$ cat config.mk
export PLATFORM = sky130hd
export DESIGN_NAME = address_sequencer_flat
export DESIGN_NICKNAME = d
export VERILOG_FILES = /design/src/rtl/addrseq_pkg.sv /design/src/rtl/address_sequencer_if.sv /design/src/rtl/addr_stepper.sv /design/src/rtl/address_sequencer.sv /design/src/flat_wrapper.sv
export SDC_FILE = /design/constraint.sdc
export NUM_CORES = 1
export LEC_CHECK = 0
export ABC_AREA = 1
export ABC_CLOCK_PERIOD_IN_PS = 1800
export CORE_ASPECT_RATIO = 0.5
export CORE_MARGIN = 2
export CORE_UTILIZATION = 35
export DETAILED_ROUTE_END_ITERATION = 12
export PLACE_DENSITY_LB_ADDON = 0.25
export RECOVER_POWER = 25
export SYNTH_ARGS = -nofsm -noshare
export SYNTH_HDL_FRONTEND = slang
export SYNTH_HIERARCHICAL = 1
export SYNTH_SLANG_ARGS = --single-unit
export TNS_END_PERCENT = 50
$ cat constraint.sdc
create_clock -name clk -period 1.8 [get_ports clk]
set_input_delay 0.27 -clock clk [delete_from_list [all_inputs] [get_ports clk]]
set_output_delay 0.27 -clock clk [all_outputs]
set_load 0.01 [all_outputs]
$ cat src/rtl/addrseq_pkg.sv
//==============================================================================
// Module  : addrseq_pkg
// Brief   : Shared widths and FSM state type for the address sequencer.
// Revision: 1.0 - initial release
//==============================================================================
`default_nettype none

package addrseq_pkg;

    localparam int DEF_ADDR_W = 15;
    localparam int DEF_LEN_W  = 10;

    typedef enum logic [1:0] {
        ST_IDLE  = 2'd0,
        ST_ISSUE = 2'd1,
        ST_DONE  = 2'd2
    } state_t;

endpackage

`default_nettype wire

$ cat src/rtl/address_sequencer_if.sv
//==============================================================================
// Module  : address_sequencer_if
// Brief   : Valid/ready address stream from the sequencer to the cache.
// Revision: 1.0 - initial release
//==============================================================================
`default_nettype none

interface address_sequencer_if #(
    parameter int ADDR_W = addrseq_pkg::DEF_ADDR_W
);
    logic              adr_valid;
    logic              adr_ready;
    logic [ADDR_W-1:0] adr;
    logic              adr_last;

    modport master (
        output adr_valid,
        output adr,
        output adr_last,
        input  adr_ready
    );

    modport slave (
        input  adr_valid,
        input  adr,
        input  adr_last,
        output adr_ready
    );
endinterface

`default_nettype wire

$ cat src/rtl/addr_stepper.sv
//==============================================================================
// Module  : addr_stepper
// Brief   : Address register with load and stride-advance (wraps mod 2^ADDR_W).
// Revision: 1.0 - initial release
//==============================================================================
`default_nettype none

module addr_stepper #(
    parameter int ADDR_W = addrseq_pkg::DEF_ADDR_W
) (
    input  wire logic              clk,
    input  wire logic              rst_n,
    input  wire logic              load,
    input  wire logic [ADDR_W-1:0] load_val,
    input  wire logic              advance,
    input  wire logic [ADDR_W-1:0] stride,
    output logic      [ADDR_W-1:0] adr
);

    logic [ADDR_W-1:0] r_adr;

    // Carry out of the top bit is dropped, giving silent modular wrap.
    always_ff @(posedge clk or negedge rst_n) begin
        if (!rst_n) begin
            r_adr <= '0;
        end else if (load) begin
            r_adr <= load_val;
        end else if (advance) begin
            r_adr <= r_adr + stride;
        end
    end

    assign adr = r_adr;

endmodule

`default_nettype wire

$ cat src/rtl/address_sequencer.sv
//==============================================================================
// Module  : address_sequencer
// Brief   : Programmable base/stride/len address stream with start/busy/done.
//           Optional macro ADDRSEQ_REPEAT_EN adds cfg_passes multi-pass replay.
// Revision: 1.0 - initial release
//==============================================================================
`default_nettype none

module address_sequencer
    import addrseq_pkg::*;
#(
    parameter int ADDR_W = DEF_ADDR_W,
    parameter int LEN_W  = DEF_LEN_W
) (
    input  wire logic              clk,
    input  wire logic              rst_n,
    input  wire logic              start,
    input  wire logic [ADDR_W-1:0] cfg_base,
    input  wire logic [ADDR_W-1:0] cfg_stride,
    input  wire logic [LEN_W-1:0]  cfg_len,
`ifdef ADDRSEQ_REPEAT_EN
    input  wire logic [3:0]        cfg_passes,
`endif
    address_sequencer_if.master    adr_if,
    output logic                   busy,
    output logic                   done,
    output logic [LEN_W-1:0]       issued_cnt
);

    state_t            r_state;
    state_t            w_next_state;
    logic [LEN_W-1:0]  r_remaining;
    logic [LEN_W-1:0]  r_issued;
    logic [ADDR_W-1:0] r_stride;
    logic [ADDR_W-1:0] w_adr;
    logic [ADDR_W-1:0] w_load_val;
    logic              w_start_ok;
    logic              w_hs;
    logic              w_pass_end;
    logic              w_final_pass;
    logic              w_last;
    logic              w_load;
    logic              w_advance;

`ifdef ADDRSEQ_REPEAT_EN
    logic [ADDR_W-1:0] r_base;
    logic [LEN_W-1:0]  r_len;
    logic [3:0]        r_passes_left;

    assign w_final_pass = (r_passes_left == 4'd1);
    assign w_load_val   = (r_state == ST_IDLE) ? cfg_base : r_base;
`else
    assign w_final_pass = 1'b1;
    assign w_load_val   = cfg_base;
`endif

    assign w_start_ok = (r_state == ST_IDLE) && start;
    assign w_hs       = (r_state == ST_ISSUE) && adr_if.adr_ready;
    assign w_pass_end = (r_remaining == LEN_W'(1));
    assign w_last     = w_pass_end && w_final_pass;
    // A non-final pass end reloads base in the same cycle, so there is no bubble.
    assign w_load     = (w_start_ok && (cfg_len != '0)) ||
                        (w_hs && w_pass_end && !w_final_pass);
    assign w_advance  = w_hs && !w_pass_end;

    addr_stepper #(
        .ADDR_W (ADDR_W)
    ) u_stepper (
        .clk      (clk),
        .rst_n    (rst_n),
        .load     (w_load),
        .load_val (w_load_val),
        .advance  (w_advance),
        .stride   (r_stride),
        .adr      (w_adr)
    );

    always_ff @(posedge clk or negedge rst_n) begin
        if (!rst_n) begin
            r_state <= ST_IDLE;
        end else begin
            r_state <= w_next_state;
        end
    end

    always_comb begin
        w_next_state = r_state;
        case (r_state)
            ST_IDLE: begin
                if (start) begin
                    w_next_state = (cfg_len != '0) ? ST_ISSUE : ST_DONE;
                end
            end
            ST_ISSUE: begin
                if (w_hs && w_last) begin
                    w_next_state = ST_DONE;
                end
            end
            ST_DONE:  w_next_state = ST_IDLE;
            default:  w_next_state = ST_IDLE;
        endcase
    end

    always_comb begin
        adr_if.adr_valid = (r_state == ST_ISSUE);
        adr_if.adr       = w_adr;
        adr_if.adr_last  = (r_state == ST_ISSUE) && w_last;
        busy             = (r_state != ST_IDLE);
        done             = (r_state == ST_DONE);
        issued_cnt       = r_issued;
    end

    always_ff @(posedge clk or negedge rst_n) begin
        if (!rst_n) begin
            r_remaining <= '0;
            r_issued    <= '0;
            r_stride    <= '0;
        end else if (w_start_ok) begin
            r_issued    <= '0;
            r_remaining <= cfg_len;
            r_stride    <= cfg_stride;
        end else if (w_hs) begin
            if (r_issued != {LEN_W{1'b1}}) begin
                r_issued <= r_issued + LEN_W'(1);
            end
`ifdef ADDRSEQ_REPEAT_EN
            r_remaining <= (w_pass_end && !w_final_pass) ? r_len
                                                         : r_remaining - LEN_W'(1);
`else
            r_remaining <= r_remaining - LEN_W'(1);
`endif
        end
    end

`ifdef ADDRSEQ_REPEAT_EN
    always_ff @(posedge clk or negedge rst_n) begin
        if (!rst_n) begin
            r_base        <= '0;
            r_len         <= '0;
            r_passes_left <= 4'd0;
        end else if (w_start_ok) begin
            r_base        <= cfg_base;
            r_len         <= cfg_len;
            r_passes_left <= (cfg_passes == 4'd0) ? 4'd1 : cfg_passes;
        end else if (w_hs && w_pass_end && !w_final_pass) begin
            r_passes_left <= r_passes_left - 4'd1;
        end
    end
`endif

endmodule

`default_nettype wire

$ cat src/flat_wrapper.sv
// flat-port wrapper written by rule: the top's interface ports become plain ports
module address_sequencer_flat import addrseq_pkg::*;
#(
    parameter int ADDR_W = DEF_ADDR_W,
    parameter int LEN_W  = DEF_LEN_W
)
  (clk, rst_n, start, cfg_base, cfg_stride, cfg_len, busy, done, issued_cnt, adr_if_adr_valid, adr_if_adr, adr_if_adr_last, adr_if_adr_ready);
  address_sequencer_if #(.ADDR_W(ADDR_W)) adr_if_i ();
  input  wire logic clk;
  input  wire logic rst_n;
  input  wire logic start;
  input  wire logic [ADDR_W-1:0] cfg_base;
  input  wire logic [ADDR_W-1:0] cfg_stride;
  input  wire logic [LEN_W-1:0] cfg_len;
  output logic busy;
  output logic done;
  output logic [LEN_W-1:0] issued_cnt;
  output wire logic [$bits(adr_if_i.adr_valid)-1:0] adr_if_adr_valid;
  output wire logic [$bits(adr_if_i.adr)-1:0] adr_if_adr;
  output wire logic [$bits(adr_if_i.adr_last)-1:0] adr_if_adr_last;
  input wire logic [$bits(adr_if_i.adr_ready)-1:0] adr_if_adr_ready;
  assign adr_if_adr_valid = adr_if_i.adr_valid;
  assign adr_if_adr = adr_if_i.adr;
  assign adr_if_adr_last = adr_if_i.adr_last;
  assign adr_if_i.adr_ready = adr_if_adr_ready;
  address_sequencer #(.ADDR_W(ADDR_W), .LEN_W(LEN_W)) u_core (.clk(clk), .rst_n(rst_n), .start(start), .cfg_base(cfg_base), .cfg_stride(cfg_stride), .cfg_len(cfg_len), .adr_if(adr_if_i), .busy(busy), .done(done), .issued_cnt(issued_cnt));
endmodule
Word level (Yosys, flattened, before mapping)
Index checks and enable logic that the tools add are counted.
{ "word_totals": {"ff_bits": 52, "elab_cells": 40, "out_inout_bits": 29} }
{ "classes": {"mux": 11, "n_reduce_logical": 15, "n_eq_ne": 6, "n_addsub": 3} }
{ "ops": {"columns": ["cell", "n"], "rows": [
  ["10-bit 2-to-1 mux", 5],
  ["15-bit 2-to-1 mux", 2],
  ["15-bit adder", 1],
  ["10-bit by 1-bit adder with 10-bit output, second input constant", 1],
  ["10-bit by 1-bit equality test with 1-bit output, second input constant", 1],
  ["10-bit inequality test, second input constant", 1],
  ["10-bit nonzero test", 1],
  ["10-bit by 1-bit subtractor with 10-bit output, second input constant", 1],
  ["2-bit nonzero test", 4],
  ["1-bit logical AND", 6],
  ["2-bit 2-to-1 mux", 3],
  ["2-bit case mux with 2 select lines", 1],
  ["2-bit AND reduction", 2],
  ["2-bit by 1-bit equality test with 1-bit output, second input constant", 1],
  ["2-bit equality test, second input constant", 1],
  ["2-bit zero test", 1],
  ["2-bit by 1-bit inequality test with 1-bit output, second input constant", 1],
  ["2-bit inequality test, second input constant", 1],
  ["1-bit zero test", 1]
]} }

Depth between registers and ports, before layout
{ "logic_depth": {"ltp_word": 5, "mapped_depth": 11} }

Modules after synthesis
Netlist, hierarchy kept.
{ "modules_own_cells": {"columns": ["module", "seq_area_each_um2", "area_per_inst_um2", "n_inst", "cells_per_inst"], "rows": [
  ["address_sequencer", 925.9, 2040.7, 1, 270],
  ["addr_stepper", 375.4, 1498.9, 1, 237]
]} }

Least setup slack after synthesis
No wires, ideal clock.
{ "synth_timing": {"path_type": "reg2reg", "from": "reg u_core.r_state[1]", "to": "reg u_core.u_stepper.r_adr[13], in the netlist u_core/u_stepper/adr[13]", "path_stages_with_launch": 11, "arrival_ns": 1.688, "setup_time_ns": 0.121, "slack_ns": -0.010, "path_buffers": 4, "required_ns": 1.679, "path_cell_list": "dfrtp_1 -> nor2_2 -> nand2_4 -> buf_2 -> buf_2 -> nor2_1 -> buf_2 -> nor2_2 -> buf_4 -> a22oi_1 -> nand2_1"} }
{ "synth_via": {"elab_chain_cells": 4, "word_cells_on_any_way": 8, "cone_classes": "1 x eq/ne; 1 x mux; 6 x reduce/logical"} }
{ "synth_lines": {"columns": ["item", "line_no", "text"], "rows": [
  ["start: declaration", "address_sequencer.sv:30", "state_t r_state;"],
  ["start signal: assignment", "address_sequencer.sv:82", "r_state <= w_next_state;"],
  ["2-bit zero test (*)", "address_sequencer.sv:57", "assign w_start_ok = (r_state == ST_IDLE) && start;"],
  ["1-bit logical AND (*)", "address_sequencer.sv:57", null],
  ["1-bit logical AND (*)", "address_sequencer.sv:62", "assign w_load = (w_start_ok && (cfg_len != '0)) ||"],
  ["net u_core.w_load", "address_sequencer.sv:42", "logic w_load;"],
  ["15-bit 2-to-1 mux or 2-bit nonzero test (tied branches)", null, null],
  ["end signal: assignment", "addr_stepper.sv:27", "r_adr <= load_val;"],
  ["end signal: assignment", "addr_stepper.sv:29", "r_adr <= r_adr + stride;"],
  ["end: declaration", "addr_stepper.sv:20", "logic [ADDR_W-1:0] r_adr;"]
]} }
The timed path passes the listed nets; every way through them passes the cells marked *.
A chain may end at the register's enable or synchronous reset.

Worst setup path after layout
{ "layout_timing": {"from": "reg u_core.r_remaining[6]", "to": "reg u_core.u_stepper.r_adr[5], in the netlist u_core/u_stepper/adr[5]"} }
{ "layout_via": {"elab_chain_cells": 4} }
{ "layout_lines": {"columns": ["item", "line_no", "text"], "rows": [
  ["start: declaration", "address_sequencer.sv:32", "logic [LEN_W-1:0] r_remaining;"],
  ["start signal: assignment", "address_sequencer.sv:120", "r_remaining <= cfg_len;"],
  ["start signal: assignment", "address_sequencer.sv:130", "r_remaining <= r_remaining - LEN_W'(1);"],
  ["10-bit by 1-bit equality test with 1-bit output", "address_sequencer.sv:59", "assign w_pass_end = (r_remaining == LEN_W'(1));"],
  ["1-bit zero test", "address_sequencer.sv:64", "assign w_advance = w_hs && !w_pass_end;"],
  ["1-bit logical AND", "address_sequencer.sv:64", null],
  ["net u_core.w_advance", "address_sequencer.sv:43", "logic w_advance;"],
  ["2-bit nonzero test (no source line)", null, null]
]} }
The timed path passes the listed nets, and every way through them passes these cells.

==> flow_summary.yaml <==
cts:
  ctsHtreeMaxLevel: 2
  clk_latency_ns: 0.30
  cts_buffer_depth: 2
  numCtsBuffers: 5
  cts.clk_slew.worst_paths_ns: 0.08
  clock-sinks: 52
  root_buffer: "clkbuf_16"
  cts_tree: "built"
setup_path:
  worstSetupPathType: "flip-flop to flip-flop"
  slowest_stage: "dfrtp_1"
  start_kind: "flip-flop"
  crit_chain: "nor2_2 -> nand4_1 -> buf_4 -> nor2_2 -> nor2_1 -> inv_1 -> nor2_2 -> buf_4 -> buf_4 -> nand2_1 -> o21ai_1"
  critPathTopFamily: "simple AND/OR/NAND/NOR gates"
  cp_num_buf_inv: 4
  critPathRequiredTime_ns: 1.98
  critical_path_arrival_ns: 1.90
  end_kind: "flip-flop"
  critPathMaxFanout: 3
  cp_slowest_stage_delay_ns: 0.42
global_routing:
  grt_pass1_vias: 3356
  track_usage: 0.178
  antenna_found_initial: 0
  grt_first_pass_wirelength_um: 15400
  grt_overflow: 0
  grt_max_degree: 29
placed_design:
  io_buffer_count: 72
  place.gp.congestion: 0.846
  hpwl_um: 7210
  pre_cts_slack_ns: -0.372
  place_inst: 739
job:
  max_cap_violations: 0
floorplanning:
  initial_core_util: 0.367
  die_y_um: 75.1
  rows: 25
  die_x_um: 146
  boundaryPins: 73
  core_um2: 9630
  die-area_um2: 11000
sta:
  worst_slack_ns: 0.0810
  slew_viol_final: 0
  holdWs_ns: 0.499
  fmax_mhz: 582
  hold_violations: 0
  worstMarginPinSlew_ns: 1.23
  finClkSkew_ns: 0.0115
  fin_crit_ns: 1.72
  grt_setup_unrepaired: "true"
  timing.final.crit_share: 0.955
  setup_viol_count_final: 0
  relSlewSlack: 0.178
synthesis:
  ys_seq_area_frac: 0.368
  synth.distinct_cells: 35
  synth_seq_cells: 52
  ys_async_sr_fraction: 1.00
  syn_area_um2: 3540
  ys.flop_type: "dfrtp_1"
  syn_inst: 507
  syn_area_per_cell_um2: 6.98
  ys.warnings.count: 6
  synth_edf_count: 0
  synth_nets: 569
layout:
  layout_common_cells: "nand2_1 (188), inv_1 (74), clkdlybuf4s50_1 (68), dfrtp_1 (52), nand3_1 (37)"
  instances_no_fill: 749
  drive_above_1_share: 0.119
  area_delta_synth_final_pct: 38.7
  final_nets: 676
  num_antenna_cells: 0
  mostFrequentLayoutCell: "nand2_1"
detailed_routing:
  vias_per_cell: 4.65
  routed_wl_um: 9490
  wl_per_cell_um: 12.7
  vias: 3484
  final_antenna_net_count: 0
  route.detailed.drc: 0
  firstDrtPassIters: 4
  drtIter0Drc: 175
power:
  p_total_uw: 8440
  static-leakage-power_uw: 0.00252
  irDropWorstVdd_mv: 0.516
  p_per_area_nw_per_um2: 1720
status:
  status: "complete, no violations"
min_path:
  min_path_type: "flip-flop to flip-flop"
[synth_stat cells (all sizes together) (3+ instances only)]
cell | n | share of area
ha | 17 | 0.060
a22oi | 11 | 0.023
xor2 | 3 | 0.0074
a21oi | 11 | 0.016
nand4 | 7 | 0.012
xnor2 | 6 | 0.015
nand3 | 39 | 0.057
o211ai | 5 | 0.011
nand2 | 195 | 0.22
inv | 76 | 0.081
o21ai | 21 | 0.033
nor2 | 39 | 0.049
dfrtp | 52 | 0.37
buf | 8 | 0.016
o22ai | 3 | 0.0053
[report_power, final]
part | internal, uW | total, uW | switching, uW | leakage, uW
clock | 790 | 1240 | 454 | 0.0000899
combinational | 2280 | 5040 | 2760 | 0.00177
sequential | 1690 | 2150 | 467 | 0.000655
total | 4760 | 8440 | 3680 | 0.00252
[worst register-to-register path: cells and delay by family, from the launching register on]
| family | cells | cell delay (ns) |
|---|---|---|
| flip-flops | 1 | 0.42 |
| AO/OA/AOI/OAI | 1 | 0.05 |
| AND/OR/NAND/NOR | 6 | 0.59 |
| buffers and inverters | 4 | 0.53 |
[final timing paths]
kind,start,endpoint,slack (ns),cells after the start
setup / recovery,u_core/r_remaining[6]$_DFFE_PN0P_,u_core/u_stepper/adr[5]$_DFFE_PN0P_,0.08,11
hold / removal,u_core/r_stride[10]$_DFFE_PN0P_,u_core/r_stride[10]$_DFFE_PN0P_,0.50,2
setup reg to reg,u_core/r_remaining[6]$_DFFE_PN0P_,u_core/u_stepper/adr[5]$_DFFE_PN0P_,0.08,11
hold reg to reg,u_core/r_stride[10]$_DFFE_PN0P_,u_core/r_stride[10]$_DFFE_PN0P_,0.50,2
max in group asynchronous,rst_n,u_core/issued_cnt[7]$_DFFE_PN0P_,0.26,3
min in group asynchronous,rst_n,u_core/r_remaining[7]$_DFFE_PN0P_,0.75,2
[flip-flops by register name (all words and copies together), names as in the netlist]
register / flops
u_core/r_remaining: 10
u_core/r_stride: 15
u_core/u_stepper/adr: 15
u_core/issued_cnt: 10
u_core/r_state: 2
[layer usage]
metal	wire length (um)	up-vias	global-route usage
met2	4510	65	0.314
met4	86	0	0.0453
li1	-	1822	-
met3	407	10	0.0321
met5	0	-	0
met1	4480	1587	0.232
[per-stage QoR]
stage / area, um^2 / TNS, ns / utilization
after floorplan: 3540 / 0 / -
after global placement: 4660 / -3.18 / 0.484
after detailed placement: 4660 / -4.26 / 0.484
after CTS: 4860 / 0 / 0.504
after global routing: 4910 / -0.119 / 0.509
final: 4910 / 0 / 0.509
[repair_timing]
item	in CTS	in global routing
resized for setup	2	16
hold endpoints to repair	19	0
setup endpoints to repair	12	18
pin swaps	0	1
hold buffers	1	0
setup buffers	0	2
[cell families (layout without fill, tap and decap cells)]
| kind of cell | Yosys count | in the layout | synth area share |
|---|---|---|---|
| buf+inv | 86 | 193 | 0.0983 |
| simple gates | 286 | 286 | 0.347 |
| flops | 52 | 52 | 0.368 |
| xor+xnor | 9 | 9 | 0.0223 |
| fa+ha+maj | 18 | 18 | 0.0657 |
| compound gates | 56 | 56 | 0.0990 |
[layout make-up]
cell class,instances,area (um^2)
tap,135,169
clock buffer,5,125
clock inverter,2,60.1
multi-input combinational,369,1920
timing repair buffer,110,1040
inverter,76,285
sequential,52,1300
fill,985,4730
(Power assumes the default switching activity.)
